$ cat config.mk
export PLATFORM = sky130hd
export DESIGN_NAME = fifo_ram_ctrl
export DESIGN_NICKNAME = d
export VERILOG_FILES = /design/src/rtl/fifo_ram_ctrl.sv
export SDC_FILE = /design/constraint.sdc
export NUM_CORES = 1
export LEC_CHECK = 0
export CAP_MARGIN = 40
export CORE_MARGIN = 2
export CORE_UTILIZATION = 60
export CTS_CLUSTER_SIZE = 12
export DETAILED_ROUTE_END_ITERATION = 10
export DONT_BUFFER_PORTS = 1
export PLACE_DENSITY = 0.76
export SLEW_MARGIN = 40
export SYNTH_ARGS = -nofsm -noshare
export SYNTH_HDL_FRONTEND = slang
export SYNTH_SLANG_ARGS = --single-unit
$ cat constraint.sdc
create_clock -name clk -period 7.6 [get_ports clk]
set_clock_uncertainty 0.05 [all_clocks]
set_input_delay 1.14 -clock clk [delete_from_list [all_inputs] [get_ports clk]]
set_output_delay 1.14 -clock clk [all_outputs]
set_load 0.01 [all_outputs]
$ cat src/rtl/fifo_ram_ctrl.sv
// FIFO controller owning both ports of a dual-port synchronous RAM: port 0 writes,
// port 1 reads through a FETCH/CAPTURE sequence into a single output register.
module fifo_ram_ctrl #(
  parameter int unsigned DATA_WIDTH    = 8,
  parameter int unsigned ADDRESS_WIDTH = 8,
  parameter int unsigned DEPTH         = 8
) (
  input  logic                     clk,
  input  logic                     rst_n,
  input  logic [DATA_WIDTH-1:0]    s_din,
  input  logic                     s_valid,
  output logic                     s_ready,
  output logic [DATA_WIDTH-1:0]    m_dout,
  output logic                     m_valid,
  input  logic                     m_ready,
  output logic [ADDRESS_WIDTH:0]   count,
  output logic                     full,
  output logic                     empty,
  output logic [DATA_WIDTH-1:0]    ram_din_0,
  output logic                     ram_cs_0,
  output logic                     ram_oe_0,
  output logic                     ram_we_0,
  output logic [ADDRESS_WIDTH-1:0] ram_address_0,
  output logic [DATA_WIDTH-1:0]    ram_din_1,
  output logic                     ram_cs_1,
  output logic                     ram_oe_1,
  output logic                     ram_we_1,
  output logic [ADDRESS_WIDTH-1:0] ram_address_1,
  input  logic [DATA_WIDTH-1:0]    ram_dout_1
);

  typedef enum logic [1:0] {IDLE, FETCH, CAPTURE} state_t;

  localparam logic [ADDRESS_WIDTH:0]   DEPTH_C  = (ADDRESS_WIDTH+1)'(DEPTH);
  localparam logic [ADDRESS_WIDTH:0]   CNT_ONE  = (ADDRESS_WIDTH+1)'(1);
  localparam logic [ADDRESS_WIDTH-1:0] PTR_LAST = ADDRESS_WIDTH'(DEPTH - 1);
  localparam logic [ADDRESS_WIDTH-1:0] PTR_ONE  = ADDRESS_WIDTH'(1);

  state_t                   state, state_next;
  logic [ADDRESS_WIDTH-1:0] wr_ptr, rd_ptr, fetch_addr;
  logic [ADDRESS_WIDTH:0]   count_q;
  logic [DATA_WIDTH-1:0]    m_dout_q;
  logic                     m_valid_q;
  logic                     wr_en, fetch_en;

  assign full    = (count_q == DEPTH_C);
  assign s_ready = !full;
  assign count   = count_q;
  assign m_dout  = m_dout_q;
  assign m_valid = m_valid_q;
  assign empty   = !m_valid_q;

  // Strobes are gated by rst_n so the RAM sees no access while reset is held.
  assign wr_en    = rst_n && s_valid && s_ready;
  assign fetch_en = rst_n && (state == FETCH);

  always_comb begin
    ram_cs_0      = wr_en;
    ram_we_0      = wr_en;
    ram_oe_0      = 1'b0;
    ram_address_0 = wr_ptr;
    ram_din_0     = s_din;
    ram_cs_1      = fetch_en;
    ram_oe_1      = fetch_en;
    ram_we_1      = 1'b0;
    ram_din_1     = '0;
    // Read data is only valid while the fetched address is still presented.
    ram_address_1 = (state == CAPTURE) ? fetch_addr : rd_ptr;
  end

  always_comb begin
    state_next = state;
    unique case (state)
      IDLE:    if (count_q != '0 && (!m_valid_q || m_ready)) state_next = FETCH;
      FETCH:   state_next = CAPTURE;
      CAPTURE: state_next = IDLE;
      default: state_next = IDLE;
    endcase
  end

  always_ff @(posedge clk) begin
    if (!rst_n) begin
      state      <= IDLE;
      wr_ptr     <= '0;
      rd_ptr     <= '0;
      fetch_addr <= '0;
      count_q    <= '0;
      m_dout_q   <= '0;
      m_valid_q  <= 1'b0;
    end else begin
      state <= state_next;
      if (wr_en) wr_ptr <= (wr_ptr == PTR_LAST) ? '0 : wr_ptr + PTR_ONE;
      if (fetch_en) begin
        fetch_addr <= rd_ptr;
        rd_ptr     <= (rd_ptr == PTR_LAST) ? '0 : rd_ptr + PTR_ONE;
      end
      unique case ({wr_en, fetch_en})
        2'b10:   count_q <= count_q + CNT_ONE;
        2'b01:   count_q <= count_q - CNT_ONE;
        default: count_q <= count_q;
      endcase
      if (state == CAPTURE) begin
        m_dout_q  <= ram_dout_1;
        m_valid_q <= 1'b1;
      end else if (m_valid_q && m_ready) begin
        m_valid_q <= 1'b0;
      end
    end
  end

endmodule

==> results of run 1 <==
## synthesized netlist by cell type, types with 3 or more instances
master	n
o21ai_0	13
clkbuf_1	10
a31oi_1	3
mux2i_1	7
nand2b_1	6
ha_1	10
nand3b_1	3
a21oi_1	7
o22ai_1	3
nor3_1	3
buf_4	20
nor2b_1	7
nand2_1	62
nand4_1	5
a21boi_0	8
nand3_1	11
and2_1	8
xor2_1	4
dfxtp_1	44
a211oi_1	3
o211ai_1	3
inv_1	6
and3_1	5
xnor2_1	8
nor2_1	15
## registers in the layout, summed over array words and instances (netlist names)
register / flops
state: 2
m_dout: 8
ram_address_0: 8
rd_ptr: 8
m_valid: 1
count: 9
fetch_addr: 8
## power breakdown
group	total, mW	internal (mW)	switching, mW
Sequential	0.296	0.254	0.0415
Clock	0.191	0.108	0.0836
Combinational	0.157	0.0645	0.0929
Total	0.644	0.426	0.218
## worst min path at each step
stage                  startpoint       endpoint  slack [ps]
global placement    fetch_addr[7]  fetch_addr[7]         400
CTS                 fetch_addr[7]  fetch_addr[7]         420
floorplan           fetch_addr[2]  fetch_addr[2]         390
finish              fetch_addr[7]  fetch_addr[7]         410
detailed placement  fetch_addr[7]  fetch_addr[7]         400
global route        fetch_addr[5]  fetch_addr[5]         440
## worst max-delay path: cells and delay by family (launching register included)
kind,cells,cell delay [ps]
fa+ha+maj,2,770
flops,1,390
simple gates,2,720
compound gates,5,1450
## cells by family (layout without fill, tap and decap cells)
logic type                 Yosys count  in the layout  synth area share
and+or+nand+nor                    139            139             0.278
AOI/OAI and AO/OA                   54             54             0.151
DFF                                 44             44             0.352
buffers and inverters               39             14            0.0895
xor gates and xnor gates            12             12            0.0420
adders and majority gates           11             11            0.0580
muxes                                7              7            0.0280
other                                1             10           0.00150
## layout by cell type, fill, tap and decap left out, types with 7 or more instances in the layout
cell / count
nand2_1: 62
dfxtp_1: 44
nor2_1: 15
o21ai_0: 13
nand3_1: 11
ha_1: 10
conb_1: 10
xnor2_1: 8
and2_1: 8
a21boi_0: 8
mux2i_1: 7
a21oi_1: 7
## through the flow
step                hold slack (ps)  setup slack, ps  area [um2]
CTS                             417             4160        2520
global route                    444             3930        2520
floorplan                       386             3940        2530
detailed placement              404             3910        2400
finish                          412             4150        2520
global placement                396             3610        2400
## cell type report
type                    count  share of cell area
clock buffers               6              0.0328
clock inverters             2              0.0154
inverters                   6             0.00893
multi-input cells         233               0.569
flip-flops and latches     44               0.349
well taps                  50              0.0248
## layer usage
metal	wire, um	share of wire	vias up	GRT usage
met2	2170	0.45	49	0.345
met4	68	0.014	0	0.0850
met5	0	0	-	0
met3	334	0.069	8	0.0682
met1	2240	0.47	898	0.273
li1	-	-	997	-
==> results.sh, run 1 <==
export IMPL_worstPathCellList="or4_4 > o31a_4 > nand2_1 > ha_1 > ha_1 > a211oi_1 > o21ai_0 > a2111o_1 > o211ai_1"
export IMPL_cts_sinks=44
export IMPL_pin_count=79
export IMPL_drtIter0Drc=90
export IMPL_yosysSeqAreaShare=0.352
export IMPL_postCtsSetupRepairBufs=0
export IMPL_yosys_warnings=0
export IMPL_start_kind="flop"
export IMPL_layout_drive_gt1_share=0.0653
export IMPL_cp_required_ps=7780
export IMPL_core_area_um2=4000
export IMPL_synthesis_area_um2=2500
export IMPL_synthDistinctLibCells=52
export IMPL_drv_slew=0
export IMPL_endpoint="count[7]"
export IMPL_seqCellArea_um2=881
export IMPL_tightest_slew_ps=695
export IMPL_multi_input_area_um2=1430
export IMPL_place_inst=333
export IMPL_synth_top_cell_area_share=0.352
export IMPL_drt_first_pass_iters=4
export IMPL_die_width_um=68.6
export IMPL_clock_latency_ps=300
export IMPL_clockBufferDepth=2
export IMPL_grtUsageTotal=0.217
export IMPL_final_cells=341
export IMPL_async_flop_share=0
export IMPL_synth_cells=307
export IMPL_rsz0062_at_grt="no"
export IMPL_ys_ff_latch=44
export IMPL_die_h_um=68.6
export IMPL_power_density_nw_per_um2=256
export IMPL_avgSynthCellArea_um2=8.15
export IMPL_critPathKind="reg2reg"
export IMPL_vias_per_cell=5.72
export IMPL_cts_tree="built"
export IMPL_initial_core_util=0.625
export IMPL_numCtsBuffers=5
export IMPL_nFillCells=360
export IMPL_gp_congestion=0.933
export IMPL_hold_viol_final=0
export IMPL_cpPeakStageDelay_ps=580
export IMPL_setup_viol_count_final=0
export IMPL_path_max_fanout=12
export IMPL_vias=1952
export IMPL_finalCriticalPeriod_ps=3450
export IMPL_p_total_mw=0.644
export IMPL_diodes=0
export IMPL_relSlewSlack=0.534
export IMPL_grt_pass1_vias=1682
export IMPL_fin_util=0.630
export IMPL_r2r_end="count[7]"
export IMPL_cap_violations=0
export IMPL_power_leakage_nw=1.00
export IMPL_drtAntennaViolNets=0
export IMPL_crit_start="count[4]"
export IMPL_dieArea_um2=4700
export IMPL_ys_dominant_reg_cell="dfxtp_1"
export IMPL_clkTransAtPathRegs_ps=90
export IMPL_finalCritPeriodShare=0.454
export IMPL_port_buffers=0
export IMPL_synth_edf_count=0
export IMPL_grt_start_max_net_pins=53
export IMPL_hold_buffers=0
export IMPL_irDropWorstVdd_mv=0.124
export IMPL_r2r_start="count[4]"
export IMPL_hp_class="reg2reg"
export IMPL_area_delta_synth_final_pct=0.800
export IMPL_reg2regPathDepth=9
export IMPL_rows=23
export IMPL_whs_path_depth=2
export IMPL_antenna_found_initial=0
export IMPL_fmax_mhz=290
export IMPL_place_hpwl_um=3340
export IMPL_wl_um=4810
export IMPL_slowest_stage="or4_4"
export IMPL_end_kind="flop"
export IMPL_grt_ovfl_total=0
export IMPL_wl_per_cell_um=14.1
export IMPL_fin_tns_setup_ps=0
export IMPL_cts_resized_gates=0
export IMPL_ys_top_cells_by_area="dfxtp_1 35%, nand2_1 9.3%, buf_4 6.0%, ha_1 5.0%, mux2i_1 2.8%"
export IMPL_worst_ep_arrival_time_ps=3630
export IMPL_status="finished clean"
export IMPL_grt_pass1_wl_um=7710
export IMPL_r2r_slack_ps=4150
export IMPL_synth_top_area_cell="dfxtp_1"
export IMPL_layout_nets=321
export IMPL_htreeDepth=2
export IMPL_crit_path_frequent_cell="ha_1"
export IMPL_drc=0
export IMPL_clock_root_buffer="clkbuf_8"
No activity file was read; power rests on OpenSTA's default activity.
==> run 2, diff against run 1 <==
--- a/config.mk
+++ b/config.mk
@@ -7,11 +7,11 @@
 export LEC_CHECK = 0
 export CAP_MARGIN = 40
 export CORE_MARGIN = 2
-export CORE_UTILIZATION = 60
+export CORE_UTILIZATION = 57
 export CTS_CLUSTER_SIZE = 12
 export DETAILED_ROUTE_END_ITERATION = 10
 export DONT_BUFFER_PORTS = 1
-export PLACE_DENSITY = 0.76
+export PLACE_DENSITY = 0.75
 export SLEW_MARGIN = 40
 export SYNTH_ARGS = -nofsm -noshare
 export SYNTH_HDL_FRONTEND = slang
==> constraint.sdc (replaced) <==
create_clock -name clk -period 2.85 [get_ports clk]
set_clock_uncertainty 0.05 [all_clocks]
set_input_delay 0.4275 -clock clk [delete_from_list [all_inputs] [get_ports clk]]
set_output_delay 0.4275 -clock clk [all_outputs]
set_load 0.01 [all_outputs]
==> run 2 against run 1 <==
Clock power rose to 2.7 times the previous value; maximum frequency up 25%; combinational power grew to 3.7 times the previous value; utilization fell by 0.41 points; worst setup slack lost 4100 ps; sequential cell count unchanged.
==> results.sh, run 2 (same netlist as run 1, synthesis figures left out) <==
export IMPL_hold_slack_ps=203
export IMPL_rsz0062_at_grt="no"
export IMPL_reg2regPathDepth=10
export IMPL_dieArea_um2=4930
export IMPL_drv_slew=0
export IMPL_layout_commonest_cell="nand2_1"
export IMPL_gp_congestion=0.846
export IMPL_drtAntennaViolNets=0
export IMPL_drtIter0Drc=105
export IMPL_status="finished clean"
export IMPL_power_density_nw_per_um2=681
export IMPL_r2r_end="count[7]"
export IMPL_drt_first_pass_iters=5
export IMPL_wl_per_cell_um=14.3
export IMPL_layout_drive_gt1_share=0.127
export IMPL_clock_latency_ps=290
export IMPL_wl_um=5140
export IMPL_hp_class="in2reg"
export IMPL_grtUsageTotal=0.206
export IMPL_finalCriticalPeriod_ps=2760
export IMPL_power_leakage_nw=1.10
export IMPL_antenna_found_initial=0
export IMPL_port_buffers=0
export IMPL_vias_per_cell=5.74
export IMPL_tightest_slew_ps=640
export IMPL_r2r_slack_ps=90
export IMPL_core_area_um2=4290
export IMPL_path_max_fanout=5
export IMPL_relSlewSlack=0.573
export IMPL_pin_count=79
export IMPL_clkTransAtPathRegs_ps=80
export IMPL_start_kind="flop"
export IMPL_cap_violations=0
export IMPL_die_width_um=70.2
export IMPL_grt_ovfl_total=0
export IMPL_endpoint="count[7]"
export IMPL_hold_buffers=0
export IMPL_cts_tree="built"
export IMPL_layout_nets=337
export IMPL_worst_ep_arrival_time_ps=2930
export IMPL_place_hpwl_um=3580
export IMPL_end_kind="flop"
export IMPL_finalCritPeriodShare=0.970
export IMPL_setup_viol_count_final=0
export IMPL_drc=0
export IMPL_grt_pass1_vias=1863
export IMPL_crit_start="count[4]"
export IMPL_critPathKind="reg2reg"
export IMPL_irDropWorstVdd_mv=0.416
export IMPL_grt_start_max_net_pins=53
export IMPL_clockBufferDepth=2
export IMPL_grt_pass1_wl_um=8420
export IMPL_fin_tns_setup_ps=0
export IMPL_htreeDepth=2
export IMPL_r2r_start="count[4]"
export IMPL_fmax_mhz=362
export IMPL_area_delta_synth_final_pct=7.50
export IMPL_vias=2060
export IMPL_rows=24
export IMPL_hold_viol_final=0
export IMPL_cts_sinks=44
export IMPL_die_h_um=70.2
export IMPL_largest_reg_flops=9
export IMPL_numCtsBuffers=5
export IMPL_clock_root_buffer="clkbuf_8"
export IMPL_final_cell_mix="62 x nand2_1, 44 x dfxtp_1, 16 x buf_4"
export IMPL_diodes=0
export IMPL_initial_core_util=0.582
export IMPL_cp_required_ps=3010
[run 2: cell type report]
cell class | instances | area [um2]
Fill cell | 385 | 1610
Clock buffer | 7 | 96.3
Multi-Input combinational cell | 233 | 1470
Clock inverter | 1 | 30.0
Timing Repair Buffer | 16 | 120
Sequential cell | 44 | 881
Tap cell | 52 | 65.1
Inverter | 6 | 22.5
[run 2: timing repair]
| item | CTS | global route |
|---|---|---|
| buffers inserted | 2 | 1 |
| pin swaps | 1 | 4 |
| resized for setup | 1 | 7 |
| endpoints found under the setup margin | 1 | 2 |
[run 2: metrics by stage]
| step | total power, mW | cells | cell area [um2] | utilization | setup slack, ps |
|---|---|---|---|---|---|
| floorplan | 1.19 | 316 | 2550 | - | 27.7 |
| global placement | 1.28 | 348 | 2510 | 0.585 | 60.2 |
| detailed placement | 1.30 | 348 | 2510 | 0.585 | 11.5 |
| CTS | 1.82 | 358 | 2660 | 0.618 | 25.9 |
| global route | 1.93 | 359 | 2690 | 0.626 | 5.99 |
| finish | 1.83 | 359 | 2690 | 0.626 | 86.0 |
[run 2: critical path: stages, from the launching register on]
cell      delay [ps]
dfxtp_1          320
or4_4            550
o31a_4           350
nand2_1          120
ha_4             180
buf_4            130
ha_1             290
nor3_2           180
nor2_1            80
a2111o_1         360
o211ai_1          90
[run 2: report_power, final]
part | switching [mW] | internal (mW) | total [mW]
clock | 0.208 | 0.309 | 0.517
sequential | 0.0562 | 0.678 | 0.734
combinational | 0.337 | 0.243 | 0.580
[run 2: worst min-delay path by stage]
| stage | from | to | slack (ps) | cells after the start |
|---|---|---|---|---|
| 2_1_floorplan | fetch_addr[2] | fetch_addr[2] | 390 | 2 |
| 3_3_place_gp | fetch_addr[6] | fetch_addr[6] | 390 | 2 |
| 3_5_place_dp | fetch_addr[2] | fetch_addr[2] | 400 | 2 |
| 4_1_cts | rst_n | ram_address_0[4] | 200 | 1 |
| 5_1_grt | rst_n | count[3] | 190 | 1 |
| 6_report | rst_n | count[2] | 200 | 1 |
[run 2: routing by layer]
| metal | part of all wire | wire length [um] | vias up | track usage |
|---|---|---|---|---|
| met5 | 0 | 0 | - | 0 |
| met4 | 0.017 | 88 | 0 | 0.0791 |
| met1 | 0.45 | 2320 | 950 | 0.253 |
| li1 | - | - | 1030 | - |
| met3 | 0.067 | 345 | 7 | 0.0548 |
| met2 | 0.46 | 2390 | 73 | 0.343 |
